--- src/rtl/writeback_arbiter_escalar.sv ---
// Write-back arbiter for the scalar register file: round-robin between ALU and
// load results, in-order FIFO, one registered write per cycle, pending-write mask.
module writeback_arbiter_escalar #(
  parameter int unsigned REGISTERS = 32,
  parameter int unsigned WIDTH     = 16,
  parameter int unsigned DEPTH     = 4
) (
  input  logic                         clk,
  input  logic                         rst_n,
  input  logic                         alu_valid,
  output logic                         alu_ready,
  input  logic [$clog2(REGISTERS)-1:0] alu_rd,
  input  logic [WIDTH-1:0]             alu_data,
  input  logic                         mem_valid,
  output logic                         mem_ready,
  input  logic [$clog2(REGISTERS)-1:0] mem_rd,
  input  logic [WIDTH-1:0]             mem_data,
  input  logic                         wb_stall,
  output logic                         we3,
  output logic [$clog2(REGISTERS)-1:0] a3,
  output logic [WIDTH-1:0]             wd3,
  output logic [REGISTERS-1:0]         pend_mask,
  output logic [$clog2(DEPTH):0]       count
);

  localparam int unsigned AW = $clog2(REGISTERS);
  localparam int unsigned PW = $clog2(DEPTH);
  localparam int unsigned CW = PW + 1;

  typedef enum logic {
    PRIO_ALU = 1'b0,
    PRIO_MEM = 1'b1
  } prio_e;

  prio_e            prio_q, prio_d;
  logic [AW-1:0]    fifo_rd_q   [DEPTH];
  logic [AW-1:0]    fifo_rd_d   [DEPTH];
  logic [WIDTH-1:0] fifo_data_q [DEPTH];
  logic [WIDTH-1:0] fifo_data_d [DEPTH];
  logic [PW-1:0]    wr_ptr_q, wr_ptr_d;
  logic [PW-1:0]    rd_ptr_q, rd_ptr_d;
  logic [CW-1:0]    count_q, count_d;
  logic             we3_q, we3_d;
  logic [AW-1:0]    a3_q, a3_d;
  logic [WIDTH-1:0] wd3_q, wd3_d;

  logic             full;
  logic             alu_fire;
  logic             mem_fire;
  logic             push;
  logic             pop;
  logic [AW-1:0]    in_rd;
  logic [WIDTH-1:0] in_data;

  assign full      = (count_q == CW'(DEPTH));
  assign alu_ready = !full && (!mem_valid || (prio_q == PRIO_ALU));
  assign mem_ready = !full && (!alu_valid || (prio_q == PRIO_MEM));
  assign alu_fire  = alu_valid && alu_ready;
  assign mem_fire  = mem_valid && mem_ready;
  assign in_rd     = alu_fire ? alu_rd   : mem_rd;
  assign in_data   = alu_fire ? alu_data : mem_data;
  // x0 writes complete the handshake but are dropped before the FIFO
  assign push      = (alu_fire || mem_fire) && (in_rd != '0);
  assign pop       = !wb_stall && (count_q != '0);

  always_comb begin
    prio_d      = prio_q;
    fifo_rd_d   = fifo_rd_q;
    fifo_data_d = fifo_data_q;
    wr_ptr_d    = wr_ptr_q;
    rd_ptr_d    = rd_ptr_q;
    count_d     = count_q;
    we3_d       = 1'b0;
    a3_d        = a3_q;
    wd3_d       = wd3_q;

    if (alu_valid && mem_valid && !full) begin
      prio_d = (prio_q == PRIO_ALU) ? PRIO_MEM : PRIO_ALU;
    end

    if (push) begin
      fifo_rd_d[wr_ptr_q]   = in_rd;
      fifo_data_d[wr_ptr_q] = in_data;
      wr_ptr_d              = wr_ptr_q + 1'b1;
    end

    if (pop) begin
      we3_d    = 1'b1;
      a3_d     = fifo_rd_q[rd_ptr_q];
      wd3_d    = fifo_data_q[rd_ptr_q];
      rd_ptr_d = rd_ptr_q + 1'b1;
    end

    case ({push, pop})
      2'b10:   count_d = count_q + 1'b1;
      2'b01:   count_d = count_q - 1'b1;
      default: count_d = count_q;
    endcase
  end

  always_comb begin
    logic [PW-1:0] idx;
    pend_mask = '0;
    idx       = '0;
    for (int unsigned k = 0; k < DEPTH; k++) begin
      idx = rd_ptr_q + PW'(k);
      if (CW'(k) < count_q) begin
        pend_mask[fifo_rd_q[idx]] = 1'b1;
      end
    end
    if (we3_q) begin
      pend_mask[a3_q] = 1'b1;
    end
  end

  always_ff @(posedge clk or negedge rst_n) begin
    if (!rst_n) begin
      prio_q   <= PRIO_ALU;
      wr_ptr_q <= '0;
      rd_ptr_q <= '0;
      count_q  <= '0;
      we3_q    <= 1'b0;
      a3_q     <= '0;
      wd3_q    <= '0;
      for (int unsigned i = 0; i < DEPTH; i++) begin
        fifo_rd_q[i]   <= '0;
        fifo_data_q[i] <= '0;
      end
    end else begin
      prio_q      <= prio_d;
      wr_ptr_q    <= wr_ptr_d;
      rd_ptr_q    <= rd_ptr_d;
      count_q     <= count_d;
      we3_q       <= we3_d;
      a3_q        <= a3_d;
      wd3_q       <= wd3_d;
      fifo_rd_q   <= fifo_rd_d;
      fifo_data_q <= fifo_data_d;
    end
  end

  assign we3   = we3_q;
  assign a3    = a3_q;
  assign wd3   = wd3_q;
  assign count = count_q;

endmodule

--- config.mk ---
export PLATFORM = sky130hd
export DESIGN_NAME = writeback_arbiter_escalar
export DESIGN_NICKNAME = d
export VERILOG_FILES = /design/src/rtl/writeback_arbiter_escalar.sv
export SDC_FILE = /design/constraint.sdc
export NUM_CORES = 1
export LEC_CHECK = 0
export CORE_ASPECT_RATIO = 1.5
export CORE_MARGIN = 4
export CORE_UTILIZATION = 50
export CTS_CLUSTER_SIZE = 20
export DETAILED_ROUTE_END_ITERATION = 10
export PLACE_DENSITY_LB_ADDON = 0.05
export SLEW_MARGIN = 20
export SYNTH_ARGS = -nofsm -noshare
export SYNTH_HDL_FRONTEND = slang
export SYNTH_SLANG_ARGS = --single-unit
--- constraint.sdc ---
create_clock -name clk -period 2.3 [get_ports clk]
set_input_delay 0.345 -clock clk [delete_from_list [all_inputs] [get_ports clk]]
set_output_delay 0.345 -clock clk [all_outputs]
set_load 0.02 [all_outputs]
# After elaboration in Yosys (flattened, before gate mapping)

Index checks and enable logic that the tools add are counted.

Reductions and logical operators: 24
Bitwise gates (word level): 10
Add/subtract/negate cells: 6
Eq/ne operators: 3
$lt $le $gt $ge: 20
Mux-type cells: 41

Operator list:

| operator                                                               | count |
|---|---|
| 32-bit two-way mux                                                     | 5 |
| 32-bit OR                                                              | 4 |
| 64-bit bitwise mux                                                     | 1 |
| 16-bit two-way mux                                                     | 4 |
| 5-bit two-way mux                                                      | 10 |
| 5-bit binary-select mux with 2-bit select                              | 4 |
| 16-bit binary-select mux with 2-bit select                             | 1 |
| 16-bit demux with 2-bit select                                         | 1 |
| 5-bit by 6-bit < comparator with 1-bit output (second input constant)  | 5 |
| 1-bit demux with 5-bit select                                          | 5 |
| 5-bit by 1-bit >= comparator with 1-bit output (second input constant) | 5 |
| 20-bit bitwise mux                                                     | 1 |
| 3-bit >= comparator (second input constant)                            | 5 |
| 2-bit NOT with 3-bit output                                            | 5 |
| 1-bit logical AND                                                      | 14 |
| 5-bit demux with 2-bit select                                          | 1 |
| 1-bit two-way mux                                                      | 7 |
| 1-bit by 3-bit < comparator with 1-bit output (first input constant)   | 2 |
| 2-bit by 3-bit < comparator with 1-bit output (first input constant)   | 2 |
| 3-bit case mux with 2 select lines                                     | 1 |
| 5-bit nonzero test                                                     | 1 |
| 2-bit by 1-bit adder with 2-bit output (second input constant)         | 2 |
| 2-bit adder (second input constant)                                    | 2 |
| 1-bit logical NOT                                                      | 4 |
| other kinds (10)                                                       | 12 |

Logic and storage cells: 119
Input bits: 47
Output and inout port bits: 59
Bits in registers: 114

# Longest topological paths before layout

Depth in word-level cells: 17
Gate-level depth with buffers: 10
Depth with buffers taken out: 10

# Worst setup path after synthesis

Ideal clock, no wire load.

Path type: flip-flop to flip-flop
From: reg count_q[0] (netlist: count[0])
To: reg count_q[2] (netlist: count[2])
Path slack: -149 ps
Cell stages (with the launch flop): 10
Library setup time: 83 ps
Data required time: 2,217 ps
Period minus slack after synthesis: 2,449 ps
Buffers on the path: 0
Arrival time: 2,366 ps
Path through: dfrtp_1 inv_1 ha_1 a22oi_4 o211ai_4 a21oi_1 inv_1 ha_1 nor2_1 xnor2_1

Longest elaborated chain between the ends: 9

RTL lines:

| what                                                                      | line | source |
|---|---|---|
| start: declaration                                                        | 42   | `logic [CW-1:0] count_q, count_d;` |
| start signal: assignment                                                  | 133  | `count_q <= count_d;` |
| 3-bit == test *                                                           | 55   | `assign full = (count_q == CW'(DEPTH));` |
| 1-bit logical NOT *                                                       | 56   | `assign alu_ready = !full && (!mem_valid \|\| (prio_q == PRIO_ALU));` |
| 1-bit logical AND *                                                       | 56   |  |
| via alu_ready                                                             | 11   | `output logic alu_ready,` |
| 1-bit logical AND *                                                       | 58   | `assign alu_fire = alu_valid && alu_ready;` |
| 5-bit two-way mux                                                         | 60   | `assign in_rd = alu_fire ? alu_rd : mem_rd;` |
| 5-bit nonzero test                                                        | 63   | `assign push = (alu_fire \|\| mem_fire) && (in_rd != '0);` |
| 1-bit logical AND *                                                       | 63   |  |
| 2-bit by 1-bit == test with 1-bit output or 2-bit == test (tied branches) | 94   | `case ({push, pop})` |
| 3-bit case mux with 2 select lines or 2-bit nonzero test (tied branches)  | n/a  |  |

Mark *: on every way through the listed nets, which the timed path passes. The rest lies on a longest branch.
A chain may end at the register's enable or synchronous reset.

# Final worst setup path

From: reg rd_ptr_q[0]
To: out pend_mask[30]

Longest elaborated chain between the ends: 17

RTL lines:

| what                                                                                                           | line     | source |
|---|---|---|
| start: declaration                                                                                             | 41       | `logic [PW-1:0] rd_ptr_q, rd_ptr_d;` |
| start signal: assignment                                                                                       | 132      | `rd_ptr_q <= rd_ptr_d;` |
| 2-bit by 1-bit adder with 2-bit output or 2-bit NOT with 3-bit output (tied branches)                          | 106, 108 |  |
| 2-bit NOT with 3-bit output (not written as such) or 5-bit binary-select mux with 2-bit select (tied branches) | 108      | `pend_mask[fifo_rd_q[idx]] = 1'b1;` |
| 5-bit binary-select mux with 2-bit select or 5-bit two-way mux (tied branches)                                 | 108      |  |
| 5-bit two-way mux (not written as such)                                                                        | 108      |  |
| 5-bit two-way mux (not written as such) (tied with other cells)                                                | 108      |  |
| 5-bit by 6-bit < comparator with 1-bit output (not written as such) (tied with other cells)                    | 108      |  |
| 1-bit logical AND (not written as such) or 1-bit two-way mux (tied branches)                                   | 108      |  |
| 1-bit two-way mux (not written as such) or 1-bit demux with 5-bit select (tied branches)                       | 108      |  |
| 1-bit demux with 5-bit select or 32-bit two-way mux (tied branches)                                            | 108, 107 |  |
| 32-bit OR (no line)                                                                                            | n/a      |  |
| 32-bit two-way mux                                                                                             | 107      | `if (CW'(k) < count_q) begin` |
| 32-bit OR (no line)                                                                                            | n/a      |  |
| 32-bit two-way mux                                                                                             | 107      |  |
| 32-bit OR (no line)                                                                                            | n/a      |  |
| 32-bit two-way mux *                                                                                           | 107      |  |
| 32-bit OR (no line)                                                                                            | n/a      |  |
| 32-bit two-way mux *                                                                                           | 111      | `if (we3_q) begin` |
| end: declaration                                                                                               | 22       | `output logic [REGISTERS-1:0] pend_mask,` |

Every way passes the cells marked *; elsewhere a longest branch is shown, timed or not. The select of a mux whose other input is x is not followed.

==> results.sh <==
export IMPL_layout_drive_gt1_share_pct=59.4
export IMPL_cts_tree="done"
export IMPL_antenna_found_initial=1
export IMPL_drv_cap=0
export IMPL_hold_path_class="in -> async"
export IMPL_worst_setup_path_end_kind="output pin"
export IMPL_grt_setup_unrepaired="yes"
export IMPL_worst_path_most_repeated_cell="buf_6"
export IMPL_worstMarginPinSlew_ns=0.560
export IMPL_netlist_area_leader_share_pct=38.2
export IMPL_start_kind="flop"
export IMPL_fin_crit_ns=2.82
export IMPL_final_common_cell="buf_4"
export IMPL_setup_ws_ns=-0.524
export IMPL_synth_area_top_cells="dfrtp_1, mux2_4, mux4_2"
export IMPL_wirelength_mm=29.7
export IMPL_hold_violations=0
export IMPL_finalMaxSlewViolations=0
export IMPL_gr_total_overflow=0
export IMPL_drcViolationCount=0
export IMPL_grt_max_degree=48
export IMPL_synthesis_nets=646
export IMPL_syn_area_sq_um=7470
export IMPL_slew_headroom_pct=62.6
export IMPL_cp_max_fo=5
export IMPL_first_iter_violations=507
export IMPL_antenna_cells=0
export IMPL_die_w_microns=108
export IMPL_fin_area_sq_um=11500
export IMPL_cts_root_buf="clkbuf_16"
export IMPL_die_h_microns=158
export IMPL_post_route_period_util_pct=123
export IMPL_clock_path_buffers=2
export IMPL_ios=106
export IMPL_yosysWarnings=0
export IMPL_whs_ns=0.471
export IMPL_final_cells=1063
export IMPL_ys_seq_elements=114
export IMPL_final_nets=910
export IMPL_die_area_sq_um=17000
export IMPL_ys_seq_area_share_pct=38.2
export IMPL_cp_cell_sequence="buf_6, mux4_2, buf_6, nor2b_4, buf_6, a32oi_2, nand3_2, buf_6"
export IMPL_initial_core_util_pct=51.2
export IMPL_synth_cell_types=48
export IMPL_status="finished, violations left"
export IMPL_ys_async_sr_fraction_pct=100
export IMPL_max_freq_mhz=354
export IMPL_finClkSkew_ns=0.00988
export IMPL_ys_flop_type="dfrtp_1"
export IMPL_numCtsBuffers=17
export IMPL_rows=54
export IMPL_area_delta_synth_final_pct=53.4
export IMPL_synth_edf_count=0
export IMPL_dp_hpwl_mm=18.4
export IMPL_yosys_area_top_type="dfrtp_1"
export IMPL_final_antenna_net_count=0
export IMPL_firstDrtPassIters=5
export IMPL_max_stage_delay_ns=0.56
export IMPL_syn_avg_cell_area_sq_um=12.7
export IMPL_h_tree_depth=4
export IMPL_grt_pass1_wl_mm=45.1
export IMPL_fill_cells=807
export IMPL_routed_via_density=6.27
export IMPL_netlist_instances=590
export IMPL_worstPathRequired_ns=1.96
export IMPL_grt_pass1_vias=7383
export IMPL_worstPathArrival_ns=2.48
export IMPL_clk_pin_slew_ns=0.06
export IMPL_fin_setup_tns_ns=-27.27
export IMPL_wire_per_inst_microns=27.9
export IMPL_dp_cells=987
export IMPL_critPathKind="reg -> out"
export IMPL_placed_area_sq_um=9740
export IMPL_vias=6668
export IMPL_crit_path_top_delay_cell="mux4_2"
export IMPL_port_buffers=105
export IMPL_violations="negative setup slack"
export IMPL_grt_usage_pct=36.2
export IMPL_cts_sinks=114
export IMPL_most_common_layout_cells="buf_4, dfrtp_1, mux2_4, buf_6, clkdlybuf4s50_1"
export IMPL_finalSetupViolations=113
export IMPL_worstSkewPairLatency_ns=0.42
export IMPL_gp_congestion=0.936
export IMPL_coreArea_sq_um=14600
## stage by stage
step | setup WS (ns) | util (%)
final | -0.524 | 78.5
after global routing | -0.605 | 78.5
after CTS | -0.493 | 77.3
after detailed placement | -0.596 | 66.7
after global placement | -0.589 | 66.7
after floorplan | 0.0256 | -
## cell families (layout without fill, tap and decap cells)
| logic type | Yosys count | count (layout) | share of synthesized area (%) |
|---|---|---|---|
| buffers and inverters | 55 | 332 | 4.32 |
| AOI/OAI and AO/OA | 54 | 54 | 6.38 |
| adders and majority gates | 9 | 9 | 1.51 |
| and+or+nand+nor | 187 | 187 | 14.6 |
| DFF | 114 | 114 | 38.2 |
| muxes | 164 | 164 | 34.2 |
| xor gates and xnor gates | 7 | 7 | 0.821 |
## state kept, by name, summed over array words and instances (netlist names)
name	flops
we3	1
fifo_data_q	64
wd3	16
a3	5
rd_ptr_q	2
prio_q	1
wr_ptr_q	2
count	3
fifo_rd_q	20
## metal layers
| metal | track usage (%) | vias up | part of all wire [%] |
|---|---|---|---|
| li1 | - | 2796 | - |
| met1 | 37.1 | 3340 | 33 |
| met2 | 65.5 | 382 | 53 |
| met3 | 6.69 | 148 | 5.5 |
| met4 | 25.3 | 2 | 7.8 |
| met5 | 0 | - | 0.024 |
## synth_stat cells (all sizes together), types with 2 or more instances
| master | number |
|---|---|
| mux2 | 127 |
| dfrtp | 114 |
| nand3 | 68 |
| mux4 | 36 |
| a22oi | 32 |
| nand2 | 30 |
| nand4 | 27 |
| buf | 26 |
| clkbuf | 18 |
| nor2b | 14 |
| nor2 | 11 |
| inv | 10 |
| ha | 9 |
| and2 | 8 |
| a32oi | 6 |
| nor4b | 6 |
| xnor2 | 6 |
| a211oi | 4 |
| a21oi | 4 |
| nor3b | 4 |
| and3b | 3 |
| and4 | 3 |
| and4b | 3 |
| a21boi | 2 |
| and3 | 2 |
| and4bb | 2 |
| nor3 | 2 |
| nor4 | 2 |
| o21ai | 2 |
| or4 | 2 |
## layout make-up
| class | instances | area (sq um) | area share [%] |
|---|---|---|---|
| clock buffers | 18 | 429 | 3.75 |
| flip-flops and latches | 114 | 2860 | 24.9 |
| clock inverters | 14 | 155 | 1.35 |
| well taps | 196 | 245 | 2.14 |
| inverters | 11 | 43.8 | 0.382 |
| repair buffers | 289 | 2910 | 25.4 |
| multi-input cells | 421 | 4820 | 42.1 |
## critical path, delay by kind of cell (launching register included)
kind,cells,cell delay [ns]
flops,1,0.45
compound gates,1,0.26
simple gates,2,0.24
buf+inv,4,0.54
mux,1,0.56
## repair_timing
item / in CTS / in global routing
endpoints found under the setup margin: 120 / 119
hold buffers: 1 / 0
endpoints found under the hold margin: 37 / 0
gates cloned: 6 / 0
resized for setup: 326 / 58
buffers inserted: 45 / 10
pin swaps: 54 / 28
## final timing paths
kind / from / to / slack, ns / depth (start not counted)
worst max-delay path: rd_ptr_q[0] / pend_mask[30] / -0.52 / 8
worst min-delay path: rst_n / fifo_data_q[8] / 0.47 / 2
worst max register to register: count[0] / fifo_data_q[21] / -0.22 / 12
worst min register to register: fifo_data_q[9] / fifo_data_q[9] / 0.51 / 1
max in group asynchronous: rst_n / fifo_data_q[12] / 1.05 / 3
min in group clk: fifo_data_q[9] / fifo_data_q[9] / 0.51 / 1
Power is left out: the tool's default activity adds up to more than one toggle a clock period on the data nets, which glitch-free logic cannot reach.
